$ cat src/rtl/score_engine.sv
// Clocked saturating score engine for the spell-tracing game: scores trace samples,
// applies double/bonus/streak power-ups and tracks a persistent high score.
module score_engine #(
  parameter int W          = 32,
  parameter int HIT_PTS    = 300,
  parameter int MISS_PTS   = 100,
  parameter int BONUS_PTS  = 150,
  parameter int DOUBLE_LEN = 8,
  parameter int STREAK_LEN = 4,
  parameter int STREAK_PTS = 50
) (
  input  logic         clock,
  input  logic         resetn,
  input  logic         sample_valid,
  input  logic         in_trace,
  input  logic         power_bonus,
  input  logic         power_double,
  input  logic         clear,
  output logic [W-1:0] score,
  output logic [W-1:0] high_score,
  output logic [7:0]   streak,
  output logic         double_active,
  output logic         bonus_pending,
  output logic         saturated
);

  localparam int CW = (DOUBLE_LEN < 1) ? 1 : $clog2(DOUBLE_LEN + 1);

  localparam logic [W+1:0] MAX_X    = {2'b00, {W{1'b1}}};
  localparam logic [W+1:0] ZERO_X   = {(W+2){1'b0}};
  localparam logic [W+1:0] HIT_X    = (W+2)'(HIT_PTS);
  localparam logic [W+1:0] BONUS_X  = (W+2)'(BONUS_PTS);
  localparam logic [W+1:0] STREAK_X = (W+2)'(STREAK_PTS);
  localparam logic [W-1:0] MISS_W   = W'(MISS_PTS);
  localparam logic [CW-1:0] DLEN    = CW'(DOUBLE_LEN);
  localparam logic [CW-1:0] DLEN_M1 = CW'(DOUBLE_LEN - 1);
  localparam logic [CW-1:0] CNT_ZERO = {CW{1'b0}};
  localparam logic [CW-1:0] CNT_ONE  = CW'(1);
  localparam logic [8:0]    STR_LEN9 = 9'(STREAK_LEN);

  logic [W-1:0]  score_q, score_d;
  logic [W-1:0]  high_q, high_d;
  logic [7:0]    streak_q, streak_d;
  logic [CW-1:0] dbl_cnt_q, dbl_cnt_d;
  logic          bonus_q, bonus_d;
  logic          sat_q, sat_d;
  logic          dact_q, dact_d;

  logic          dbl_s;
  logic          bon_s;
  logic          award_s;
  logic [8:0]    streak_p1_s;
  logic [W+1:0]  add_s;
  logic [W+1:0]  sum_s;

  // Next-state computation for score, streak, power-up state and high score
  always_comb begin
    score_d     = score_q;
    streak_d    = streak_q;
    dbl_cnt_d   = dbl_cnt_q;
    bonus_d     = bonus_q;
    sat_d       = sat_q;
    dbl_s       = (dbl_cnt_q != CNT_ZERO) || power_double;
    bon_s       = bonus_q || power_bonus;
    streak_p1_s = {1'b0, streak_q} + 9'd1;
    award_s     = ((streak_p1_s % STR_LEN9) == 9'd0);
    add_s       = (dbl_s ? (HIT_X + HIT_X) : HIT_X)
                + (bon_s ? BONUS_X : ZERO_X)
                + (award_s ? STREAK_X : ZERO_X);
    sum_s       = {2'b00, score_q} + add_s;

    if (clear) begin
      // Clear beats any sample and swallows coincident power pulses
      score_d   = {W{1'b0}};
      streak_d  = 8'd0;
      dbl_cnt_d = CNT_ZERO;
      bonus_d   = 1'b0;
      sat_d     = 1'b0;
    end else begin
      if (sample_valid && in_trace) begin
        if (sum_s > MAX_X) begin
          score_d = {W{1'b1}};
          sat_d   = 1'b1;
        end else begin
          score_d = sum_s[W-1:0];
        end
        streak_d = (streak_q == 8'd255) ? 8'd255 : streak_p1_s[7:0];
        bonus_d  = 1'b0;
      end else if (sample_valid) begin
        if (score_q <= MISS_W) begin
          score_d = {W{1'b0}};
        end else begin
          score_d = score_q - MISS_W;
        end
        streak_d = 8'd0;
        bonus_d  = bon_s;
      end else begin
        bonus_d = bon_s;
      end

      // A reload wins over the decrement; a coincident sample has already used one slot
      if (power_double) begin
        dbl_cnt_d = sample_valid ? DLEN_M1 : DLEN;
      end else if (sample_valid && (dbl_cnt_q != CNT_ZERO)) begin
        dbl_cnt_d = dbl_cnt_q - CNT_ONE;
      end else begin
        dbl_cnt_d = dbl_cnt_q;
      end
    end

    high_d = (score_d > high_q) ? score_d : high_q;
    dact_d = (dbl_cnt_d != CNT_ZERO);
  end

  // State and registered outputs
  always_ff @(posedge clock or negedge resetn) begin
    if (!resetn) begin
      score_q   <= {W{1'b0}};
      high_q    <= {W{1'b0}};
      streak_q  <= 8'd0;
      dbl_cnt_q <= CNT_ZERO;
      bonus_q   <= 1'b0;
      sat_q     <= 1'b0;
      dact_q    <= 1'b0;
    end else begin
      score_q   <= score_d;
      high_q    <= high_d;
      streak_q  <= streak_d;
      dbl_cnt_q <= dbl_cnt_d;
      bonus_q   <= bonus_d;
      sat_q     <= sat_d;
      dact_q    <= dact_d;
    end
  end

  assign score         = score_q;
  assign high_score    = high_q;
  assign streak        = streak_q;
  assign double_active = dact_q;
  assign bonus_pending = bonus_q;
  assign saturated     = sat_q;

endmodule

$ cat config.mk
export PLATFORM = sky130hd
export DESIGN_NAME = score_engine
export DESIGN_NICKNAME = d
export VERILOG_FILES = /design/src/rtl/score_engine.sv
export SDC_FILE = /design/constraint.sdc
export NUM_CORES = 1
export LEC_CHECK = 0
export ABC_AREA = 1
export CORE_MARGIN = 8
export CORE_UTILIZATION = 55
export CTS_BUF_LIST = sky130_fd_sc_hd__clkbuf_4 sky130_fd_sc_hd__clkbuf_8
export DETAILED_ROUTE_END_ITERATION = 7
export PLACE_DENSITY = 0.79
export SKIP_LAST_GASP = 1
export SLEW_MARGIN = 20
export SYNTH_ARGS = -nofsm -noshare
export SYNTH_HDL_FRONTEND = slang
export SYNTH_SLANG_ARGS = --single-unit
$ cat constraint.sdc
create_clock -name clock -period 6.92 [get_ports clock]
set_clock_uncertainty 0.2 [all_clocks]
set_input_delay 2.076 -clock clock [delete_from_list [all_inputs] [get_ports clock]]
set_output_delay 2.076 -clock clock [all_outputs]
set_load 0.02 [all_outputs]
# Yosys cells after proc, flatten, opt, wreduce, memory -nomap -nowiden
# Index checks and enable logic that the tools add are counted.
# classes
add_sub_neg,6
magnitude_cmp,3
n_eq_ne,1
mux,21
reduce_logical,11
# ops
op,count
2-to-1 mux 32 bit,5
2-to-1 mux 8 bit,5
adder 32 x 12 -> 33 bit,1
"greater-than comparator 33 x 32 -> 1 bit, second input constant",1
greater-than comparator 32 bit,1
"less-or-equal comparator 32 x 7 -> 1 bit, second input constant",1
"subtractor 32 x 7 -> 32 bit, second input constant",1
2-to-1 mux 4 bit,4
adder 11 x 6 -> 12 bit,1
adder 10 x 8 -> 11 bit,1
2-to-1 mux 10 bit,1
zero test 9 bit,1
"adder 8 x 1 -> 8 bit, second input constant",1
"equality test 8 bit, second input constant",1
nonzero test 4 bit,2
2-to-1 mux 6 bit,1
2-to-1 mux 1 bit,5
nonzero test 2 bit,2
"subtractor 4 x 1 -> 4 bit, second input constant",1
nonzero test 3 bit,1
logical AND 1 bit,2
logical OR 1 bit,2
AND reduction 2 bit,1
# word_totals
reg_bits,79
out_inout_bits,75

# Longest topological paths before layout
# Gate-level depths: netlist (run 1).
# depth
ltp_word,11
ltp_mapped,36
depth_no_buf,35

# Least setup slack after synthesis (run 1)
# Ideal clock, no wire load.
# synth_timing
path_kind,in2reg
start,input port power_double
end,register high_q[2] (netlist: high_score[2])
arrival_ns,6.074
required_ns,6.586
setup_slack_ns,0.512
path_stages,26
n_path_buf,1
path_cell_list,nor2_1 -> inv_1 -> fa_1 -> inv_1 -> ha_1 -> ha_1 -> fa_1 -> nand3_1 -> nand3_1 -> nand2_1 -> nand3_1 -> nand2_1 -> nand3_1 -> nand2_1 -> nand2_1 -> and2_1 -> ha_1 -> a21oi_1 -> o21ai_0 -> nand2_1 -> nand2_1 -> a21oi_1 -> nand2_1 -> o21ai_1 -> clkbuf_1 -> o21ai_0
# synth_between
elab_chain_cells,10
# synth_rtl
item,line_no,rtl
start: declaration,17,"input logic power_double,"
logical OR 1 bit (*),63,dbl_s = (dbl_cnt_q != CNT_ZERO) || power_double;
2-to-1 mux 10 bit (*),67,add_s = (dbl_s ? (HIT_X + HIT_X) : HIT_X)
adder 10 x 8 -> 11 bit (*),68,+ (bon_s ? BONUS_X : ZERO_X)
adder 11 x 6 -> 12 bit (*),69,+ (award_s ? STREAK_X : ZERO_X);
adder 32 x 12 -> 33 bit (*),70,"sum_s = {2'b00, score_q} + add_s;"
greater-than comparator 33 x 32 -> 1 bit,81,if (sum_s > MAX_X) begin
2-to-1 mux 32 bit (*),81,
2-to-1 mux 32 bit (*),80,if (sample_valid && in_trace) begin
2-to-1 mux 32 bit (*),72,if (clear) begin
net score_d[27],41,"logic [W-1:0] score_q, score_d;"
greater-than comparator 32 bit (*),111,high_d = (score_d > high_q) ? score_d : high_q;
end signal: assignment,119,high_q <= {W{1'b0}};
end signal: assignment,127,high_q <= high_d;
end: declaration,42,"logic [W-1:0] high_q, high_d;"
# Mark *: on every way through the listed nets, which the timed path passes. The rest lies on a longest branch.
# A chain may end at the register's enable or synchronous reset.

# Worst setup path after layout (run 1)
# layout_timing
start,input port power_bonus
end,register high_q[12] (netlist: high_score[12])
# layout_between
elab_chain_cells,10
# layout_rtl
item,line_no,rtl
start: declaration,16,"input logic power_bonus,"
logical OR 1 bit (*),64,bon_s = bonus_q || power_bonus;
2-to-1 mux 8 bit (*),68,
adder 10 x 8 -> 11 bit (*),68,
adder 11 x 6 -> 12 bit (*),69,
adder 32 x 12 -> 33 bit (*),70,
greater-than comparator 33 x 32 -> 1 bit,81,
2-to-1 mux 32 bit (*),81,
2-to-1 mux 32 bit (*),80,
2-to-1 mux 32 bit (*),72,
net score_d[27],41,
greater-than comparator 32 bit (*),111,
# Marks and branches as above.

==> results of run 1 <==
[cells by family (layout without fill, tap and decap cells)]
| logic type | Yosys count | count (layout) | share of synthesized area [%] |
|---|---|---|---|
| adders and majority gates | 63 | 63 | 12.2 |
| buffers and inverters | 189 | 295 | 11.0 |
| AOI/OAI and AO/OA | 86 | 86 | 6.84 |
| xor gates and xnor gates | 24 | 24 | 3.10 |
| and+or+nand+nor | 599 | 599 | 37.6 |
| DFF | 79 | 79 | 29.2 |
[Yosys cell counts (all sizes together)]
cell type and instances:
a21o 2, ha 58, buf 11, nor2 109, clkbuf 7, inv 170
a21oi 21, o21a 2, o21ai 54, xnor2 6, o22ai 2, nor3 10
a21boi 1, nand3b 2, a31oi 1, fa 5, o21bai 1, nand4 17
xor2 18, nand3 96, o32ai 1, o31ai 1, nor4 2, clkinv 1
and3 1, and2 5, nand2 357, dfrtp 79
[what timing repair did]
item / CTS / global route
setup endpoints to repair: 0 / 32
resized for setup: 0 / 8
buffers inserted: 0 / 2
[metal layers]
layer / vias to the layer above / part of all wire [%] / GRT usage [%]
li1: 3458 / - / -
met1: 3278 / 44 / 32.7
met2: 286 / 44 / 39.9
met3: 55 / 8.9 / 7.54
met4: 0 / 3.4 / 12.2
met5: - / 0 / 0
[placed cells by master (no fill, tap or decap), types with 3 or more instances in the layout]
master and n:
sky130_fd_sc_hd__nand3_2 3, sky130_fd_sc_hd__nor2_4 3, sky130_fd_sc_hd__nor2_2 11, sky130_fd_sc_hd__a21oi_1 20
sky130_fd_sc_hd__nand2_2 4, sky130_fd_sc_hd__and2_1 5, sky130_fd_sc_hd__inv_1 165, sky130_fd_sc_hd__nor2_1 95
sky130_fd_sc_hd__inv_2 5, sky130_fd_sc_hd__nand4_1 17, sky130_fd_sc_hd__xnor2_1 6, sky130_fd_sc_hd__fa_1 5
sky130_fd_sc_hd__buf_6 3, sky130_fd_sc_hd__ha_1 58, sky130_fd_sc_hd__nand2_1 351, sky130_fd_sc_hd__nand3_1 91
sky130_fd_sc_hd__nor3_1 10, sky130_fd_sc_hd__xor2_1 18, sky130_fd_sc_hd__clkdlybuf4s50_1 79, sky130_fd_sc_hd__o21ai_1 7
sky130_fd_sc_hd__o21ai_0 44, sky130_fd_sc_hd__clkbuf_8 9, sky130_fd_sc_hd__dfrtp_1 79, sky130_fd_sc_hd__buf_4 23
[report_power, final]
part           leakage [nW]  internal (W)  switching [W]
Clock                 0.108      0.000175       0.000210
Sequential             1.05      0.000571       0.000144
Combinational          3.24      0.000696        0.00105
Total                  4.40       0.00144        0.00141
[cell type report]
class	count	area (um^2)	area share, %
timing repair buffer	108	1050	12.9
multi-input combinational	772	4080	50.1
tap	147	184	2.26
sequential	79	1980	24.3
clock buffer	9	124	1.52
inverter	171	642	7.88
clock inverter	7	87.6	1.07
[critical path: cells and delay by family]
family	cells	cell delay, ns
compound gates	2	0.15
fa+ha+maj	5	1.63
simple gates	17	1.72
buf+inv	6	1.11
[state kept, by name (all words and copies together) (netlist names)]
register,flops
score,32
dbl_cnt_q,4
saturated,1
high_score,32
streak,8
bonus_pending,1
double_active,1
[through the flow]
stage	total power, W	area, um^2	std cells
floorplan	0.00175	6770	1040
global placement	0.00232	7860	1273
detailed placement	0.00235	7860	1273
CTS	0.00275	8070	1289
global route	0.00308	8150	1293
finish	0.00285	8150	1293
[final timing paths]
| check | start | to | cells after the start |
|---|---|---|---|
| setup / recovery | power_bonus | high_score[12]$_DFFE_PN0N_ | 30 |
| hold / removal | high_score[23]$_DFFE_PN0N_ | high_score[23]$_DFFE_PN0N_ | 2 |
| setup reg to reg | streak[1]$_DFFE_PN0P_ | high_score[12]$_DFFE_PN0N_ | 27 |
| hold reg to reg | high_score[23]$_DFFE_PN0N_ | high_score[23]$_DFFE_PN0N_ | 2 |
| max in group asynchronous | resetn | score[31]$_DFF_PN0_ | 1 |
| min in group asynchronous | resetn | bonus_pending$_DFF_PN0_ | 1 |
==> Flow_metrics.wiki, run 1 <==
{| class="wikitable"
! Metric !! Value
|-
| Routability-driven placement congestion ratio || around 1
|-
| Post-detailed-route wirelength per cell || ~16 um
|-
| CTS tree || yes
|-
| Diode insertion count for antenna repair || 0
|-
| CTS Root Cell || sky130_fd_sc_hd__clkbuf_8
|-
| Buffers added on ports || approximately 80
|-
| Syn Area/Cell || 6.51 um^2
|-
| Average via count per standard cell || approximately 5.5
|-
| Core area || 12000 um^2
|-
| Tightest hold margin || 0.313 ns
|-
| Maximum number of pins on one net before global-route repair || 80
|-
| Placement row count || 40
|-
| Category of the worst setup path launch point || input port
|-
| Remaining global-route overflow || 0
|-
| Worst path arrival time || ~6.7 ns
|-
| Crit path required time || 7.00 ns
|-
| Number of distinct library cells after synthesis || 39
|-
| Leakage || 4.40 nW
|-
| Pre-CTS setup slack || -0.177 ns
|-
| Initial DRC count || 562
|-
| Worst min-delay path class || register to register
|-
| Post-layout minimum cycle time || 6.61 ns
|-
| Largest stage delay on the critical path || 0.49 ns
|-
| Number of global-route vias before repair || 6839
|-
| GRT Resource Usage Total || around 26%
|-
| Hold violation count in the final report || 0
|-
| PD cells || 350 nW/um^2
|-
| Floorplan die area || 16100 um^2
|-
| Minimum setup slack among reg-to-reg paths || around 1.7 ns
|-
| Die X || 127 um
|-
| Cell Area, Synth || 6770 um^2
|-
| Num ports || 82
|-
| Overall via count from detail_route || 7077
|-
| Clock-pin slew on the worst setup and hold paths || around 0.090 ns
|-
| Number of violations of the max-capacitance limit || 0
|-
| First-pass GRT wire length || 33.3 mm
|-
| Detailed-router iteration count before antenna repair || 7
|-
| Layout overhead on the synthesized area || 20.3%
|-
| DIE HEIGHT || 127 um
|-
| Final Max Tran Viols || 0
|-
| Clock buffer depth || 2
|-
| CP Capture Type || register
|-
| Class of the most critical setup path || input port to register
|-
| Fillers || ~1100
|-
| CTS Buf Count || 9
|-
| Proportion of layout cells with a drive suffix above 1 || 6.81%
|-
| # DRC || 0
|-
| Hold bufs inserted after CTS || 0
|-
| Cell types with the largest area share after synthesis || sky130_fd_sc_hd__dfrtp_1, sky130_fd_sc_hd__nand2_1, sky130_fd_sc_hd__ha_1, sky130_fd_sc_hd__inv_1, sky130_fd_sc_hd__nand3_1
|-
| Yosys reg bits || 79
|-
| Sum Neg Setup Slack || 0 ns
|-
| Number of clock sinks seen by CTS || 79
|-
| Final routed wirelength across all metal layers || about 21 mm
|-
| CP Max Fanout || 20
|-
| Starting density of the core || between 50% and 60%
|-
| Clock latency on the worst-skew pair || 0.41 ns
|-
| Most area-hungry cell type in the Yosys netlist || sky130_fd_sc_hd__dfrtp_1
|-
| Most prevalent standard cell on the critical path || sky130_fd_sc_hd__nand2_1
|-
| Final #Nets || roughly 1200
|-
| Worst rel slew slack || 50.1%
|-
| Post-route worst setup slack || 0.308 ns
|-
| DPL Wire Length || 16.1 mm
|-
| Antenna violations before repair || 0
|-
| Post-Synthesis Cells || 1040
|-
| Sequential area share after synthesis || 29.2%
|-
| Count of synthesis-stage warnings from yosys || 0
|-
| Post-route ant nets || 0
|-
| Master of the slowest instance on the critical path || sky130_fd_sc_hd__fa_1
|-
| Part of the cycle the worst path needs || 95.5%
|-
| Final setup violation count || 0
|-
| H-tree levels || 3
|-
| Measured slew at the worst slew-check pin || approximately 0.75 ns
|-
| Highest Clock Rate || 151 MHz
|-
| Synthesized net count || approximately 1100
|-
| Core Util, Final || 67.8%
|-
| IR Drop Worst-Case VDD || 0.365 mV
|-
| Run status || finished clean
|-
| Synth top area share || slightly below 30%
|}
Power figures use the tool's default switching activity.
==> inputs of run 2 (changes only) <==
--- a/config.mk
+++ b/config.mk
@@ -11,7 +11,6 @@
 export CTS_BUF_LIST = sky130_fd_sc_hd__clkbuf_4 sky130_fd_sc_hd__clkbuf_8
 export DETAILED_ROUTE_END_ITERATION = 7
 export PLACE_DENSITY = 0.79
-export SKIP_LAST_GASP = 1
 export SLEW_MARGIN = 20
 export SYNTH_ARGS = -nofsm -noshare
 export SYNTH_HDL_FRONTEND = slang
==> results of run 2 <==
No change in the layout: final DEF, timing and power equal those of run 1.
==> inputs of run 3 (changes only) <==
--- a/config.mk
+++ b/config.mk
@@ -7,10 +7,11 @@
 export LEC_CHECK = 0
 export ABC_AREA = 1
 export CORE_MARGIN = 8
-export CORE_UTILIZATION = 55
+export CORE_UTILIZATION = 45
 export CTS_BUF_LIST = sky130_fd_sc_hd__clkbuf_4 sky130_fd_sc_hd__clkbuf_8
 export DETAILED_ROUTE_END_ITERATION = 7
-export PLACE_DENSITY = 0.79
+export PLACE_DENSITY = 0.67
+export RECOVER_POWER = 25
 export SLEW_MARGIN = 20
 export SYNTH_ARGS = -nofsm -noshare
 export SYNTH_HDL_FRONTEND = slang
==> constraint.sdc (replaced) <==
create_clock -name clock -period 8.6 [get_ports clock]
set_clock_uncertainty 0.2 [all_clocks]
set_input_delay 2.58 -clock clock [delete_from_list [all_inputs] [get_ports clock]]
set_output_delay 2.58 -clock clock [all_outputs]
set_load 0.02 [all_outputs]
==> Flow_metrics.wiki, run 3 (synthesized netlist as in run 1, its figures left out) <==
{| class="wikitable"
! Metric !! Value
|-
| CTS Root Cell || sky130_fd_sc_hd__clkbuf_8
|-
| Clock-pin slew on the worst setup and hold paths || 0.08 ns (about the same)
|-
| Maximum number of pins on one net before global-route repair || 80 (unchanged)
|-
| Floorplan die area || 19200 um^2 (+19%)
|-
| Buffers added on ports || 81 (unchanged)
|-
| Antenna violations before repair || 0 (unchanged)
|-
| Final #Nets || 1190 (-1.7%)
|-
| Starting density of the core || 45.2% (-11 points)
|-
| Number of placed cells counting well taps || 1297 (+1.9%)
|-
| # DRC || 0 (unchanged)
|-
| Class of the most critical setup path || input port to register
|-
| Post-detailed-route wirelength per cell || 15.9 um (-1.8%)
|-
| H-tree levels || 3 (unchanged)
|-
| Setup repair after global routing missed its margin || false
|-
| Core area || 15000 um^2 (+25%)
|-
| Final Max Tran Viols || 80 (+80)
|-
| Leakage || 4.25 nW (-3.5%)
|-
| Overall via count from detail_route || 6875 (-2.9%)
|-
| Net switching power figure || 0.00106 W (-25%)
|-
| Category of the worst setup path launch point || input port
|-
| Final routed wirelength across all metal layers || 20.9 mm (-0.23%)
|-
| Detailed-router iteration count before antenna repair || 7 (unchanged)
|-
| Minimum setup slack among reg-to-reg paths || 3.15 ns (+1.43 ns)
|-
| Layout overhead on the synthesized area || 17.7%
|-
| Setup Buffers After CTS || 0 (unchanged)
|-
| Commonest cells after routing, fill and taps aside || sky130_fd_sc_hd__nand2_1, sky130_fd_sc_hd__inv_1, sky130_fd_sc_hd__nor2_1
|-
| DIE HEIGHT || 139 um (+9.2%)
|-
| Placement row count || 45 (+13%)
|-
| Worst rel slew slack || -188% (-240 points)
|-
| DPL Wire Length || 16.6 mm (+3.1%)
|-
| Internal Dissipation || 0.00109 W (-24%)
|-
| Initial DRC count || 566 (+0.71%)
|-
| Switching part of the total || 49.2% (-0.17 points)
|-
| Number of clock sinks seen by CTS || 79 (unchanged)
|-
| IR Drop Worst-Case VDD || 0.177 mV (-51%)
|-
| Average via count per standard cell || 5.24 (-4.3%)
|-
| Hold bufs inserted after CTS || 0 (unchanged)
|-
| Measured slew at the worst slew-check pin || 4.32 ns (+3.57 ns)
|-
| Highest Clock Rate || 134 MHz
|-
| Post-route ant nets || 0 (unchanged)
|-
| Most common cell after layout, fill and taps aside || sky130_fd_sc_hd__nand2_1
|-
| Comb pwr share || 59.7% (-1.7 points)
|-
| GRT Resource Usage Total || 21.9% (-4.0 points)
|-
| Clock buffer depth || 2 (unchanged)
|-
| Die X || 139 um (+9.2%)
|-
| Worst path arrival time || 7.50 ns (+0.81 ns)
|-
| Number of global-route vias before repair || 6576 (-3.8%)
|-
| PD cells || 270 nW/um^2 (-23%)
|-
| Part of the cycle the worst path needs || slightly below 90%
|-
| First-pass GRT wire length || 34.2 mm (+2.5%)
|-
| CTS tree || yes
|-
| Diode insertion count for antenna repair || 0 (unchanged)
|-
| Post-layout minimum cycle time || 7.45 ns
|-
| CP Max Fanout || 50 (+150%)
|-
| Clk pwr share || 13.4% (about the same)
|-
| Proportion of layout cells with a drive suffix above 1 || 4.44% (-2.4 points)
|-
| CP Capture Type || register
|-
| Post-CTS resize count || 0 (unchanged)
|-
| Worst min-delay path class || register to register
|-
| Violations in the final reports || capacitance limit, slew limit
|-
| Crit path required time || 8.65 ns (+1.65 ns)
|-
| Num ports || 82 (unchanged)
|-
| Final setup violation count || 0 (unchanged)
|-
| Sum Neg Setup Slack || 0 ns (unchanged)
|-
| Hold violation count in the final report || 0 (unchanged)
|-
| Non-filler instance count after layout || 1313 (+1.5%)
|-
| Routability-driven placement congestion ratio || 0.951 (-4.4%)
|-
| Number of violations of the max-capacitance limit || 1 (+1)
|-
| Run status || finished with violations
|-
| Clock latency on the worst-skew pair || 0.37 ns (-0.04 ns)
|-
| CTS Buf Count || 9 (unchanged)
|-
| Remaining global-route overflow || 0 (unchanged)
|-
| Proportion of power drawn by flip-flops and latches || 26.9% (+1.8 points)
|}
==> run 3: cell types whose count changed in the layout (fill, tap and decap cells not counted), sizes merged <==
| cell | before | now |
|---|---|---|
| clkbuf | 10 | 12 |
| inv | 174 | 170 |
| buf | 27 | 6 |
| clkinvlp | 0 | 2 |
| clkdlybuf4s50 | 79 | 80 |
| dlymetal6s2s | 1 | 0 |
==> run 3: critical path, stage by stage <==
cell	delay [ns]
sky130_fd_sc_hd__clkdlybuf4s50_1	0.40
sky130_fd_sc_hd__nor2_1	0.40
sky130_fd_sc_hd__fa_1	0.52
sky130_fd_sc_hd__fa_1	0.49
sky130_fd_sc_hd__inv_1	0.06
sky130_fd_sc_hd__ha_1	0.30
sky130_fd_sc_hd__nand3_1	0.08
sky130_fd_sc_hd__nand3_1	0.16
sky130_fd_sc_hd__nand3_1	0.11
sky130_fd_sc_hd__nand3_1	0.31
sky130_fd_sc_hd__nand2_1	0.22
sky130_fd_sc_hd__xor2_1	0.23
sky130_fd_sc_hd__nand2_1	0.13
sky130_fd_sc_hd__nand2_1	0.07
sky130_fd_sc_hd__inv_1	0.06
sky130_fd_sc_hd__ha_1	0.27
sky130_fd_sc_hd__nand2_1	0.06
sky130_fd_sc_hd__nor2_1	0.15
sky130_fd_sc_hd__nand2_1	0.11
sky130_fd_sc_hd__nor2_1	0.14
sky130_fd_sc_hd__inv_1	0.09
sky130_fd_sc_hd__o21ai_4	0.17
sky130_fd_sc_hd__buf_12	0.22
sky130_fd_sc_hd__o21ai_0	0.12
==> run 3: path summary, 6_finish.rpt <==
check / startpoint / endpoint / cells after the start
worst min register to register: high_score[20]$_DFFE_PN0N_ / high_score[20]$_DFFE_PN0N_ / 2
worst min-delay path: high_score[20]$_DFFE_PN0N_ / high_score[20]$_DFFE_PN0N_ / 2
min in group asynchronous: resetn / high_score[2]$_DFFE_PN0N_ / 1
max in group asynchronous: resetn / score[26]$_DFF_PN0_ / 1
worst max-delay path: power_bonus / high_score[25]$_DFFE_PN0N_ / 24
worst max register to register: dbl_cnt_q[0]$_DFF_PN0_ / high_score[25]$_DFFE_PN0N_ / 30
==> run 3: power groups by stage <==
stage	Sequential (W)	Combinational, W	Clock, W
floorplan	0.000648	0.000758	0
global placement	0.000585	0.00127	0
detailed placement	0.000584	0.00128	0
CTS	0.000578	0.00129	0.000297
global route	0.000591	0.00145	0.000311
finish	0.000580	0.00129	0.000288
==> run 3: routing by layer <==
| metal | vias up | wire length, um | track usage, % |
|---|---|---|---|
| met5 | - | 0 | 0 |
| met4 | 0 | 600 | 8.67 |
| met3 | 46 | 1420 | 3.68 |
| met2 | 235 | 9190 | 34.4 |
| met1 | 3174 | 9680 | 29.5 |
| li1 | 3420 | - | - |
==> run 3: final cells by class <==
class                           count  area (um^2)
Fill cell                        1562         7000
Timing Repair Buffer               87          862
Inverter                          171          642
Tap cell                          188          235
Sequential cell                    79         1980
Multi-Input combinational cell    772         4060
Clock inverter                      5         58.8
Clock buffer                       11          139
==> run 3: metrics by stage <==
step                      setup WS, ns  hold slack [ns]  instance area, um^2  util (%)  total power [W]
after floorplan                   1.69            0.386                 6770         -          0.00141
after global placement           0.772            0.289                 7780      51.9          0.00185
after detailed placement         0.766            0.292                 7780      51.9          0.00186
after CTS                         1.15            0.317                 7980      53.3          0.00216
after global routing             0.698            0.340                 7970      53.2          0.00235
final                             1.15            0.312                 7970      53.2          0.00216
==> patch 1, RTL diff (flow settings as in run 2) <==
The output `double_active` loses its register stage (`dact_q` becomes a continuous assignment).
--- a/src/rtl/score_engine.sv
+++ b/src/rtl/score_engine.sv
@@ -122,5 +122,4 @@
       bonus_q   <= 1'b0;
       sat_q     <= 1'b0;
-      dact_q    <= 1'b0;
     end else begin
       score_q   <= score_d;
@@ -130,7 +129,8 @@
       bonus_q   <= bonus_d;
       sat_q     <= sat_d;
-      dact_q    <= dact_d;
     end
   end
+
+  assign dact_q = dact_d;
 
   assign score         = score_q;
Formal check against the unedited RTL: not equivalent (a bounded check fails within 4 cycles, from zero or initial values and one cycle with resetn low).
==> patch 1 against run 2 <==
  * Wire length down 0.89%
  * Synthesized area is 0.37% lower
  * Clock power rose by 5.2%
  * Sequential cell count down 1
  * Cell area grew 0.12%
  * Via count fell by 0.47%
  * Critical path depth is 3 lower
  * Non-clock buffer count rose by 2
  * Total power up 0.89%
  * Worst setup slack lost 31 ps
  * Sequential share of layout area decreased by 0.34 points
==> patch 1: results (changes against run 2) <==
| Metric | Value |
|---|---|
| Initial antenna violation count | 0 (unchanged) |
| Total nets after synthesis | 1,109 (-0.090%) |
| Number of multi-input combinational cells | 772 (unchanged) |
| Resized cells post-CTS | 0 (unchanged) |
| Row cnt | 40 (unchanged) |
| Avg Inst Size Synth | 6.49 µm² (-0.27%) |
| Number of antenna cells inserted | 0 (unchanged) |
| Commonest register cell after synthesis | sky130_fd_sc_hd__dfrtp_1 |
| Fraction of area in registers | 0.239 (-0.00337) |
| Non-Clock Buffer Area Fraction | 0.130 (+0.000915) |
| Post-layout nets | 1,212 (+0.083%) |
| DPL Wire Length | 16.0 mm (-0.57%) |
| Worst Path Arrival | 6750 ps (+60 ps) |
| Pin count of the biggest net entering global routing | 79 (-1.3%) |
| Worst hold path class | reg2reg |
| Proportion of layout cells with a drive suffix above 1 | 0.0706 (+0.00256) |
| Clock latency on the worst-skew pair | 390 ps (-20 ps) |
| Multi-input gate share of total cell area | 0.501 (about the same) |
| Number of logic inverters in the finished layout | 171 (unchanged) |
| Iter 0 DRT Violations | 653 (+16%) |
| Count of non-filler cells in the finished layout | 1,294 (+0.077%) |
| WL/cell | 16.0 µm (-0.97%) |
| Number of storage elements in the synthesis netlist | 78 (-1.3%) |
| Core Util, Final | 0.679 (+0.000834) |
| Critical path fanouts, max | 19 (-5.0%) |
| Portion of the post-synthesis area used by sequential elements | 0.289 (-0.00263) |
| Fillers | 1,093 (-0.27%) |
| Largest vdd supply drop | 276 µV (-24%) |
| Final RePlAce weighted congestion | 0.983 (-1.1%) |
| Count of endpoints failing hold in the final timing report | 0 (unchanged) |
| Clock-pin slew reported for the worst setup and hold paths after clock tree synthesis | 100 ps |
| Headroom to the max-slew limit | 0.519 (+0.0180) |
| H-tree depth | 3 (unchanged) |
| DRT Pass-1 Iters | 5 (-2) |
| Fraction of area in clock buffers and inverters | 0.0284 (+0.00242) |
| Number of setup buffers added after CTS | 0 (unchanged) |
| First-pass GRT wire length | 32.8 mm (-1.6%) |
| Ranking of synthesized cells by area | sky130_fd_sc_hd__dfrtp_1 (29%), sky130_fd_sc_hd__nand2_1 (20%), sky130_fd_sc_hd__ha_1 (11%) |
| Gr usage total | 0.256 (-0.00296) |
| Clock Buffer Count | 10 (+1) |
| Critical-path cell with the highest stage delay | sky130_fd_sc_hd__clkdlybuf4s50_1 |
| Vias after detailed routing | 7,044 (-0.47%) |
| DP Area | 7850 µm² (-0.13%) |
| Hold buffer count at CTS | 0 (unchanged) |
| Signal buffers | 110 (+1.9%) |
| Leakage power | 4.39 nW (-0.19%) |
| Number of global-route vias before repair | 6,616 (-3.3%) |
| Top cell types by occurrence after synthesis | sky130_fd_sc_hd__nand2_1 (351), sky130_fd_sc_hd__inv_1 (165), sky130_fd_sc_hd__nor2_1 (98) |
| Pre-CTS setup slack | -108 ps (+68.4 ps) |
| Outcome | finished clean |
| IO Port Bufs | 81 (unchanged) |
-- patch 1: cell families (layout without fill, tap and decap cells) --
group / count (synthesis) / count (layout) / share of synthesized area
buffers and inverters: 189 / 297 / 0.111
xor gates and xnor gates: 24 / 24 / 0.0312
AOI/OAI and AO/OA: 86 / 86 / 0.0686
DFF: 78 / 78 / 0.289
adders and majority gates: 63 / 63 / 0.122
and+or+nand+nor: 599 / 599 / 0.378
-- patch 1: layer usage --
layer  GRT usage  share of wire
met4      0.0812          0.021
met3      0.0524          0.081
met5           0              0
met2       0.411           0.46
met1       0.339           0.44
-- patch 1: path summary, 6_finish.rpt --
| check | start | endpoint | slack, ps | cells past startpoint |
|---|---|---|---|---|
| min in group asynchronous | resetn | score[1]$_DFF_PN0_ | 1520 | 1 |
| max in group asynchronous | resetn | high_score[31]$_DFFE_PN0N_ | 4500 | 1 |
| worst max-delay path | power_double | high_score[15]$_DFFE_PN0N_ | 280 | 27 |
| worst min register to register | saturated$_DFFE_PN0P_ | saturated$_DFFE_PN0P_ | 300 | 2 |
| worst min-delay path | saturated$_DFFE_PN0P_ | saturated$_DFFE_PN0P_ | 300 | 2 |
| worst max register to register | dbl_cnt_q[0]$_DFF_PN0_ | high_score[15]$_DFFE_PN0N_ | 1720 | 29 |
-- patch 1: per-stage QoR --
step / TNS (ps) / total power, W
finish: 0 / 0.00288
global route: -590 / 0.00310
CTS: 0 / 0.00278
detailed placement: -1840 / 0.00236
global placement: -179 / 0.00234
floorplan: 0 / 0.00174
-- patch 1: where the power goes --
group          switching (W)  internal (W)  leakage [nW]
clock               0.000189      0.000215         0.113
combinational        0.00106      0.000701          3.24
sequential          0.000143      0.000565          1.04
total                0.00140       0.00148          4.39
==> patch 2, RTL diff (config.mk and constraints of run 2) <==
Without the edit above. `W`: 32 -> 16.
--- a/src/rtl/score_engine.sv
+++ b/src/rtl/score_engine.sv
@@ -2,5 +2,5 @@
 // applies double/bonus/streak power-ups and tracks a persistent high score.
 module score_engine #(
-  parameter int W          = 32,
+  parameter int W          = 16,
   parameter int HIT_PTS    = 300,
   parameter int MISS_PTS   = 100,
Ports: changed (resized high_score and score); port bits go from 82 to 50. The function was not compared with the original's and may differ.
==> patch 2 against run 2 <==
  * Wire length decreased by 51%
  * Count of clock-buffer cells in the layout is 4 lower
  * Sequential cell count is 32 lower
  * Critical path depth shrank 8
  * Hold slack improved by 1.7 ps
  * Worst setup slack gained 180 ps
  * Utilization about the same
  * Non-clock buffer count decreased by 55
  * Cell area fell by 43%
  * Synthesized area decreased by 43%
  * Cell count fell by 47%
  * Total power shrank 36%
  * Maximum frequency grew 2.9%
  * Critical path type unchanged
  * Largest power group unchanged
==> patch 2: results (changes against run 2) <==
| Metric | Value |
|---|---|
| Largest vdd supply drop | 350 µV (-4.1%) |
| Outcome | finished clean |
| Power dissipated by switching net loads | 0.000906 W (-36%) |
| First-pass GRT wire length | 17.2 mm (-48%) |
| Worst setup margin | 492 ps (+184 ps) |
| End of the worst hold path | high_score[7]$_DFFE_PN0N_ |
| Start of the worst register-to-register path | dbl_cnt_q[0]$_DFF_PN0_ |
| H-tree depth | 2 (-1) |
| DPL Wire Length | 8.28 mm (-49%) |
| Post-layout nets | 647 (-47%) |
| Final RePlAce weighted congestion | 0.923 (-7.2%) |
| R2R setup slack | 2030 ps (+310 ps) |
| Number of global-route vias before repair | 3,577 (-48%) |
| IO Port Bufs | 49 (-40%) |
| Crit Reg-Reg Endpoint | high_score[2]$_DFFE_PN0N_ |
| Compound-cell area share of the yosys netlist | 0.0981 (+0.0297) |
| Synthesized-area fraction occupied by adder cells | 0.162 (+0.0405) |
| Total nets after synthesis | 592 (-47%) |
| Startpoint of the most critical hold path | high_score[7]$_DFFE_PN0N_ |
| Critical path fanouts, max | 23 (+15%) |
| Tightest hold margin | 315 ps (+1.73 ps) |
| Headroom to the max-slew limit | 0.606 (+0.104) |
| DP Area | 4460 µm² (-43%) |
| Ranking of synthesized cells by area | sky130_fd_sc_hd__dfrtp_1 (31%), sky130_fd_sc_hd__nand2_1 (15%), sky130_fd_sc_hd__ha_1 (14%) |
| DRT Pass-1 Iters | 4 (-3) |
| Proportion of layout cells with a drive suffix above 1 | 0.0690 (+0.000961) |
| Gate family responsible for the most delay along the worst path | adder cells |
| Vias after detailed routing | 3,556 (-50%) |
| Portion of the post-synthesis area used by sequential elements | 0.305 (+0.0134) |
| Worst Path Arrival | 6400 ps (-290 ps) |
| Number of buffers created by CTS | 5 (-4) |
| Gr usage total | 0.213 (-0.0458) |
| Fillers | 603 (-45%) |
## patch 2: metal layers
metal  up-vias  GRT usage  routed length, µm
met5         -          0                  0
met4         0     0.0524                125
met3         9     0.0300                451
met2        75      0.350               4800
met1      1653      0.286               4860
li1       1819          -                  -
## patch 2: logic make-up (layout without fill, tap and decap cells)
kind of cell,Yosys count,in the layout
and+or+nand+nor,274,274
buffers and inverters,91,147
AOI/OAI and AO/OA,63,63
adders and majority gates,47,47
DFF,47,47
xor gates and xnor gates,16,16
## patch 2: power by group through the flow
| stage | combinational [W] | clock (W) | sequential (W) |
|---|---|---|---|
| floorplan | 0.000738 | 0 | 0.000480 |
| global placement | 0.00112 | 0 | 0.000436 |
| detailed placement | 0.00113 | 0 | 0.000437 |
| CTS | 0.00115 | 0.000254 | 0.000432 |
| global route | 0.00131 | 0.000264 | 0.000442 |
| finish | 0.00116 | 0.000247 | 0.000433 |
## patch 2: area by class of cell
type	instances	share of cell area
clock inverter	3	0.0155
timing repair buffer	53	0.112
inverter	86	0.0700
multi-input combinational	400	0.506
clock buffer	5	0.0149
sequential	47	0.255
tap	96	0.0261
## patch 2: repair_timing
action | CTS | global route
buffers inserted | 0 | 0
setup endpoints to repair | 0 | 16
gates resized for setup | 0 | 1
## patch 2: stage by stage
stage          cells  utilization
2_1_floorplan    538            -
3_3_place_gp     682        0.656
3_5_place_dp     682        0.656
4_1_cts          690        0.677
5_1_grt          690        0.678
6_report         690        0.678
